### src/rtl/lrn_window_engine_if.sv
// Signal bundle between the LRN window engine, the GLB read path and the divider.
// The engine takes the slave side; the driving environment takes the master side.
interface lrn_window_engine_if #(
    parameter int M_WIDTH    = 10,
    parameter int DATA_WIDTH = 16,
    parameter int SUM_W      = 2 * DATA_WIDTH + 3
);
    logic                  start_normalization;
    logic [M_WIDTH-1:0]    dim3;
    logic                  r_enable;
    logic [DATA_WIDTH-1:0] glb_rdata;
    logic                  div_in_ready;
    logic                  div_out_valid;
    logic                  full_flag;
    logic                  div_in_valid;
    logic [DATA_WIDTH-1:0] div_num;
    logic [SUM_W-1:0]      div_den;
    logic                  normalized_window;

    modport master (
        output start_normalization, dim3, r_enable, glb_rdata, div_in_ready, div_out_valid,
        input  full_flag, div_in_valid, div_num, div_den, normalized_window
    );

    modport slave (
        input  start_normalization, dim3, r_enable, glb_rdata, div_in_ready, div_out_valid,
        output full_flag, div_in_valid, div_num, div_den, normalized_window
    );
endinterface

### src/rtl/lrn_window_engine.sv
// LRN window engine: buffers one channel column from GLB, forms each channel's windowed
// sum of squares, hands (numerator, denominator) pairs to the divider and tracks returns.
module lrn_window_engine #(
    parameter int M_WIDTH     = 10,
    parameter int DATA_WIDTH  = 16,
    parameter int MAX_CH      = 64,
    parameter int LOCAL_SIZE  = 5,
    parameter int ALPHA       = 1,
    parameter int ALPHA_SHIFT = 0,
    parameter int K_CONST     = 2
) (
    input  logic              core_clk,
    input  logic              reset,
    lrn_window_engine_if.slave eng
);
    localparam int SUM_W  = 2 * DATA_WIDTH + 3;
    localparam int PROD_W = SUM_W + 34;
    localparam int IDX_W  = $clog2(MAX_CH);
    localparam int H      = LOCAL_SIZE / 2;

    typedef enum logic [2:0] {S_IDLE, S_FILL, S_ACCUM, S_ISSUE, S_DRAIN, S_DONE} state_t;

    state_t                state_q, state_d;
    logic                  rd_valid_q;
    logic [M_WIDTH-1:0]    wr_ptr_q, wr_ptr_d;
    logic [M_WIDTH-1:0]    dim3_q, dim3_d;
    logic [M_WIDTH-1:0]    c_q, c_d;
    logic [M_WIDTH-1:0]    k_q, k_d;
    logic [M_WIDTH-1:0]    res_cnt_q, res_cnt_d;
    logic                  full_q, full_d;
    logic [SUM_W-1:0]      acc_q;
    logic [DATA_WIDTH-1:0] buf_q [MAX_CH];

    logic                  acc_clr, acc_add, cap_en, cnt_inc;
    logic [IDX_W-1:0]      cap_addr;
    logic [DATA_WIDTH-1:0] k_word;
    logic [2*DATA_WIDTH-1:0] sq;

    function automatic logic [M_WIDTH-1:0] win_lo(input logic [M_WIDTH-1:0] c);
        if (c >= M_WIDTH'(H)) return c - M_WIDTH'(H);
        return '0;
    endfunction

    function automatic logic [M_WIDTH-1:0] win_hi(input logic [M_WIDTH-1:0] c,
                                                  input logic [M_WIDTH-1:0] d);
        logic [M_WIDTH:0]   s;
        logic [M_WIDTH-1:0] last;
        last = d - M_WIDTH'(1);
        s    = {1'b0, c} + (M_WIDTH+1)'(H);
        if (s > {1'b0, last}) return last;
        return s[M_WIDTH-1:0];
    endfunction

    // Wide intermediate so the ALPHA product cannot wrap before the saturation test.
    function automatic logic [SUM_W-1:0] scale_sat(input logic [SUM_W-1:0] s);
        logic [PROD_W-1:0] p;
        p = PROD_W'(s) * PROD_W'(ALPHA);
        p = p >> ALPHA_SHIFT;
        p = p + PROD_W'(K_CONST);
        if (|p[PROD_W-1:SUM_W]) return '1;
        return p[SUM_W-1:0];
    endfunction

    assign k_word = buf_q[k_q[IDX_W-1:0]];
    assign sq     = k_word * k_word;

    always_comb begin
        state_d   = state_q;
        wr_ptr_d  = wr_ptr_q;
        dim3_d    = dim3_q;
        c_d       = c_q;
        k_d       = k_q;
        full_d    = full_q;
        acc_clr   = 1'b0;
        acc_add   = 1'b0;
        cap_en    = 1'b0;
        cap_addr  = wr_ptr_q[IDX_W-1:0];
        cnt_inc   = eng.div_out_valid &&
                    (state_q == S_ACCUM || state_q == S_ISSUE || state_q == S_DRAIN);
        res_cnt_d = res_cnt_q + M_WIDTH'(cnt_inc);

        unique case (state_q)
            S_IDLE: begin
                if (eng.start_normalization && eng.dim3 != '0) begin
                    state_d  = S_FILL;
                    wr_ptr_d = '0;
                    dim3_d   = eng.dim3;
                end
            end
            S_FILL: begin
                if (rd_valid_q) begin
                    cap_en   = ({1'b0, wr_ptr_q} < (M_WIDTH+1)'(MAX_CH));
                    wr_ptr_d = wr_ptr_q + M_WIDTH'(1);
                    if (wr_ptr_q == dim3_q - M_WIDTH'(1)) begin
                        full_d    = 1'b1;
                        wr_ptr_d  = '0;
                        c_d       = '0;
                        k_d       = '0;
                        acc_clr   = 1'b1;
                        res_cnt_d = '0;
                        state_d   = S_ACCUM;
                    end
                end
            end
            S_ACCUM: begin
                acc_add = 1'b1;
                k_d     = k_q + M_WIDTH'(1);
                if (k_q >= win_hi(c_q, dim3_q)) state_d = S_ISSUE;
            end
            S_ISSUE: begin
                if (eng.div_in_ready) begin
                    if (c_q == dim3_q - M_WIDTH'(1)) begin
                        state_d = S_DRAIN;
                    end else begin
                        c_d     = c_q + M_WIDTH'(1);
                        k_d     = win_lo(c_q + M_WIDTH'(1));
                        acc_clr = 1'b1;
                        state_d = S_ACCUM;
                    end
                end
            end
            S_DRAIN: begin
                // Looking at the updated count lets the final pulse release DONE one cycle sooner.
                if (res_cnt_d == dim3_q) state_d = S_DONE;
            end
            S_DONE: begin
                if (eng.start_normalization) begin
                    full_d   = 1'b0;
                    wr_ptr_d = '0;
                    if (eng.dim3 != '0) begin
                        dim3_d  = eng.dim3;
                        state_d = S_FILL;
                    end else begin
                        state_d = S_IDLE;
                    end
                end else if (rd_valid_q) begin
                    full_d   = 1'b0;
                    cap_en   = 1'b1;
                    cap_addr = '0;
                    wr_ptr_d = M_WIDTH'(1);
                    state_d  = S_FILL;
                end
            end
            default: state_d = S_IDLE;
        endcase
    end

    always_ff @(posedge core_clk) begin
        if (reset) begin
            state_q    <= S_IDLE;
            rd_valid_q <= 1'b0;
            wr_ptr_q   <= '0;
            dim3_q     <= '0;
            c_q        <= '0;
            k_q        <= '0;
            res_cnt_q  <= '0;
            full_q     <= 1'b0;
        end else begin
            state_q    <= state_d;
            rd_valid_q <= eng.r_enable;
            wr_ptr_q   <= wr_ptr_d;
            dim3_q     <= dim3_d;
            c_q        <= c_d;
            k_q        <= k_d;
            res_cnt_q  <= res_cnt_d;
            full_q     <= full_d;
        end
    end

    always_ff @(posedge core_clk) begin
        if (cap_en) buf_q[cap_addr] <= eng.glb_rdata;
        if (acc_clr) acc_q <= '0;
        else if (acc_add) acc_q <= acc_q + SUM_W'(sq);
    end

    assign eng.full_flag         = full_q;
    assign eng.normalized_window = (state_q == S_DONE);
    assign eng.div_in_valid      = (state_q == S_ISSUE);
    assign eng.div_num           = (state_q == S_ISSUE) ? buf_q[c_q[IDX_W-1:0]] : '0;
    assign eng.div_den           = (state_q == S_ISSUE) ? scale_sat(acc_q) : '0;
endmodule
### src/flat_wrapper.sv
// flat-port wrapper written by rule: the top's interface ports become plain ports
module lrn_window_engine_flat 
#(
    parameter int M_WIDTH     = 10,
    parameter int DATA_WIDTH  = 16,
    parameter int MAX_CH      = 64,
    parameter int LOCAL_SIZE  = 5,
    parameter int ALPHA       = 1,
    parameter int ALPHA_SHIFT = 0,
    parameter int K_CONST     = 2
)
  (core_clk, reset, eng_start_normalization, eng_dim3, eng_r_enable, eng_glb_rdata, eng_div_in_ready, eng_div_out_valid, eng_full_flag, eng_div_in_valid, eng_div_num, eng_div_den, eng_normalized_window);
  lrn_window_engine_if #(.M_WIDTH(M_WIDTH), .DATA_WIDTH(DATA_WIDTH)) eng_i ();
  input  logic core_clk;
  input  logic reset;
  input wire logic [$bits(eng_i.start_normalization)-1:0] eng_start_normalization;
  input wire logic [$bits(eng_i.dim3)-1:0] eng_dim3;
  input wire logic [$bits(eng_i.r_enable)-1:0] eng_r_enable;
  input wire logic [$bits(eng_i.glb_rdata)-1:0] eng_glb_rdata;
  input wire logic [$bits(eng_i.div_in_ready)-1:0] eng_div_in_ready;
  input wire logic [$bits(eng_i.div_out_valid)-1:0] eng_div_out_valid;
  output wire logic [$bits(eng_i.full_flag)-1:0] eng_full_flag;
  output wire logic [$bits(eng_i.div_in_valid)-1:0] eng_div_in_valid;
  output wire logic [$bits(eng_i.div_num)-1:0] eng_div_num;
  output wire logic [$bits(eng_i.div_den)-1:0] eng_div_den;
  output wire logic [$bits(eng_i.normalized_window)-1:0] eng_normalized_window;
  assign eng_i.start_normalization = eng_start_normalization;
  assign eng_i.dim3 = eng_dim3;
  assign eng_i.r_enable = eng_r_enable;
  assign eng_i.glb_rdata = eng_glb_rdata;
  assign eng_i.div_in_ready = eng_div_in_ready;
  assign eng_i.div_out_valid = eng_div_out_valid;
  assign eng_full_flag = eng_i.full_flag;
  assign eng_div_in_valid = eng_i.div_in_valid;
  assign eng_div_num = eng_i.div_num;
  assign eng_div_den = eng_i.div_den;
  assign eng_normalized_window = eng_i.normalized_window;
  lrn_window_engine #(.M_WIDTH(M_WIDTH), .DATA_WIDTH(DATA_WIDTH), .MAX_CH(MAX_CH), .LOCAL_SIZE(LOCAL_SIZE), .ALPHA(ALPHA), .ALPHA_SHIFT(ALPHA_SHIFT), .K_CONST(K_CONST)) u_core (.core_clk(core_clk), .reset(reset), .eng(eng_i));
endmodule
### config.mk
export PLATFORM = sky130hd
export DESIGN_NAME = lrn_window_engine_flat
export DESIGN_NICKNAME = d
export VERILOG_FILES = /design/src/rtl/lrn_window_engine_if.sv /design/src/rtl/lrn_window_engine.sv /design/src/flat_wrapper.sv
export SDC_FILE = /design/constraint.sdc
export NUM_CORES = 2
export LEC_CHECK = 0
export BUFFER_PORTS_ARGS = -buffer_cell sky130_fd_sc_hd__buf_2
export CORE_UTILIZATION = 40
export DETAILED_ROUTE_END_ITERATION = 6
export GPL_TIMING_DRIVEN = 0
export PLACE_DENSITY = 0.67
export SYNTH_ARGS = -nofsm -noshare
export SYNTH_HDL_FRONTEND = slang
export SYNTH_SLANG_ARGS = --single-unit
export TNS_END_PERCENT = 100
### constraint.sdc
create_clock -name core_clk -period 11.1 [get_ports core_clk]
set_clock_uncertainty 0.15 [all_clocks]
set_input_delay 1.11 -clock core_clk [delete_from_list [all_inputs] [get_ports core_clk]]
set_output_delay 1.11 -clock core_clk [all_outputs]
set_load 0.01 [all_outputs]
==> impl_metrics.toml <==
[routing]
top_layer = "met5"
num_vias = 39400
drc = 0
wl_met1_um = 72400
first_iter_violations = 5687
routed_wl_um = 209000
wl_met2_um = 91100
drtPass1Iterations = 6
wl_met3_um = 31100
routedWlPerCell_um = 33.9
drtAntennaViolNets = 0
vias_per_cell = 6.40

[global_routing]
overflow = 0
antenna_found_initial = 19
grt_max_degree = 65
grtUsageTotal_pct = 26.6
grt_pass1_vias = 38300
grt_pass1_wl_um = 289000

[die]
pin_count = 86
core_mm2 = 0.152
chipHeight_um = 395
die_area_mm2 = 0.156
die_x_um = 395
initial_utilization_pct = 40.5
fp-row-count = 143

[logic_synthesis]
synth_edf_count = 1024
ys_top_cells_by_count = "1024 x edfxtp_1, 665 x mux4_2, 319 x inv_1"
syn_inst = 3754
avgSynthCellArea_um2 = 16.4
synth_area_leaders = "edfxtp_1 50%, mux4_2 24%, fa_1 6.3%"
synth_top_family_by_area = "multiplexers"
synth_top_area_share_pct = 49.9
synth_compound_area_share_pct = 2.63
synthMuxAreaShare_pct = 25.0
ys.warnings.count = 0
synth_area_mm2 = 0.0617
ys_types = 72
synth_nets = 4118
yosys_register_bits = 1126
synth_most_common_cell = "edfxtp_1"
synth-simple-area-share_pct = 4.87
synth_xor_area_share_pct = 1.87
ys_seq_area_share_pct = 53.2
synthArstFlopShare_pct = 0
post_synth_fa_ha_maj_area_fraction_pct = 9.10
synthFlopType = "edfxtp_1"
synth.largest_area_cell = "edfxtp_1"

[timing]
max_clock_freq_mhz = 91.1
finalHoldViolCount = 0
maxSlewViolCount = 64
setup_viol = 0
rsz0062_at_grt = "no"
setup_ws_ns = 0.125
worst_slew_pin_slew_ns = 1.63
slew-limit-headroom_pct = -8.49
period_share_pct = 98.9
period_needed_ns = 10.97

[layout]
stdcell_area_mm2 = 0.0700
final_util_pct = 45.9
nNetsFinal = 4387
areaGrowthSynthToFinish_pct = 13.4
drive_gt1_share_pct = 27.5

[worst_setup_path]
arrival_ns = 11.45
max_stage_delay_ns = 1.03
start_kind = "flop"
critPathCaptureType = "flop"
crit_required_ns = 11.57
path_max_fanout = 10
cp_num_buf_inv = 8
criticalPathCategory = "flop to flop"
cp_slowest_cell = "clkbuf_1"
cpLargestDelayFamily = "adder cells"

[clock_tree]
cts_buffer_depth = 3
clock_latency_ns = 0.79
h-tree-depth = 3
cts_tree = "built"
cts_buffers = 114
clockRootBuffer = "clkbuf_16"
cts_setup_buffers = 0
holdBufCountCts = 0
cts.sinks = 1126
clkTransAtPathRegs_ns = 0.06

[placement]
dpl-instance-area_mm2 = 0.0663
hpwl_um = 146000
gp_congestion = 0.988
port_buffers = 85
dpl_worst_slack_ns = -0.280

[flow_run]
max-cap-violations = 9

[status]
violations = "capacitance limit, slew limit"
status = "finished with violations"

[hold_path]
hold_class = "flop to flop"
sequential cells by signal, indices dropped and copies added (netlist names), named ones only:
name,flops
u_core.buf_q,1024
u_core.acc_q,35
u_core.c_q,10
u_core.dim3_q,10
u_core.k_q,10
u_core.res_cnt_q,10
u_core.wr_ptr_q,10
u_core.state_q,3
u_core.eng.full_flag,1
u_core.rd_valid_q,1
path summary, 6_finish.rpt:
check                                 from                             to  slack, ns  cells after the start
max reg2reg                           flop  u_core.acc_q[34]$_SDFFE_PP0P_       0.13                     30
max                                   flop  u_core.acc_q[34]$_SDFFE_PP0P_       0.13                     30
min reg2reg  u_core.acc_q[10]$_SDFFE_PP0P_  u_core.acc_q[10]$_SDFFE_PP0P_       0.32                      2
min          u_core.acc_q[10]$_SDFFE_PP0P_  u_core.acc_q[10]$_SDFFE_PP0P_       0.32                      2
tightest hold or removal path: stages (launching register included):
cell     delay [ns]
dfxtp_1        0.32
nand2_1        0.06
a21oi_1        0.05
stage by stage:
stage               cells  hold slack (ns)  setup TNS [ns]
global route         6145            0.342               0
CTS                  6142            0.321               0
finish               6160            0.322               0
floorplan            3754            0.282               0
global placement     5869            0.292          -0.946
detailed placement   5935            0.316          -0.743
cell type report:
| cell class | instances | area [um2] |
|---|---|---|
| multi-input cells | 2083 | 27000 |
| clock inverters | 71 | 631 |
| flip-flops and latches | 1126 | 32800 |
| diodes | 16 | 40.0 |
| repair buffers | 153 | 1860 |
| plain buffers | 222 | 922 |
| fillers | 13000 | 82500 |
| inverters | 323 | 1210 |
| well taps | 2030 | 2540 |
| clock buffers | 136 | 2990 |
layer usage:
layer  vias up  track usage [%]
li1      15300                -
met1     20200             33.2
met2      3270             39.1
met3       660             11.1
met4        21             14.2
met5         -            0.831
cells in the final DEF (no fill, tap or decap), drive strengths merged, types with 57 or more instances in the layout:
cell type / netlist / final
edfxtp: 1024 / 1024
mux4: 665 / 665
inv: 319 / 324
clkbuf: 144 / 287
nor2: 229 / 229
buf: 78 / 224
nand2: 198 / 198
fa: 194 / 194
ha: 138 / 138
a21oi: 109 / 109
dfxtp: 102 / 102
xnor2: 77 / 77
clkinv: 4 / 57
cell families after synthesis:
logic type	Yosys count
AO/OA/AOI/OAI	260
XOR/XNOR	127
adder cells (fa/ha/maj)	332
buffers and inverters	545
flip-flops	1126
multiplexers	707
AND/OR/NAND/NOR	657
timing repair:
action | 4_1_cts | 5_1_grt
pin swaps | 0 | 0
gates resized for setup | 1 | 4
endpoints found under the setup margin | 6 | 13
Power is left out: the tool's default activity adds up to more than one toggle a clock period on the data nets, which glitch-free logic cannot reach.
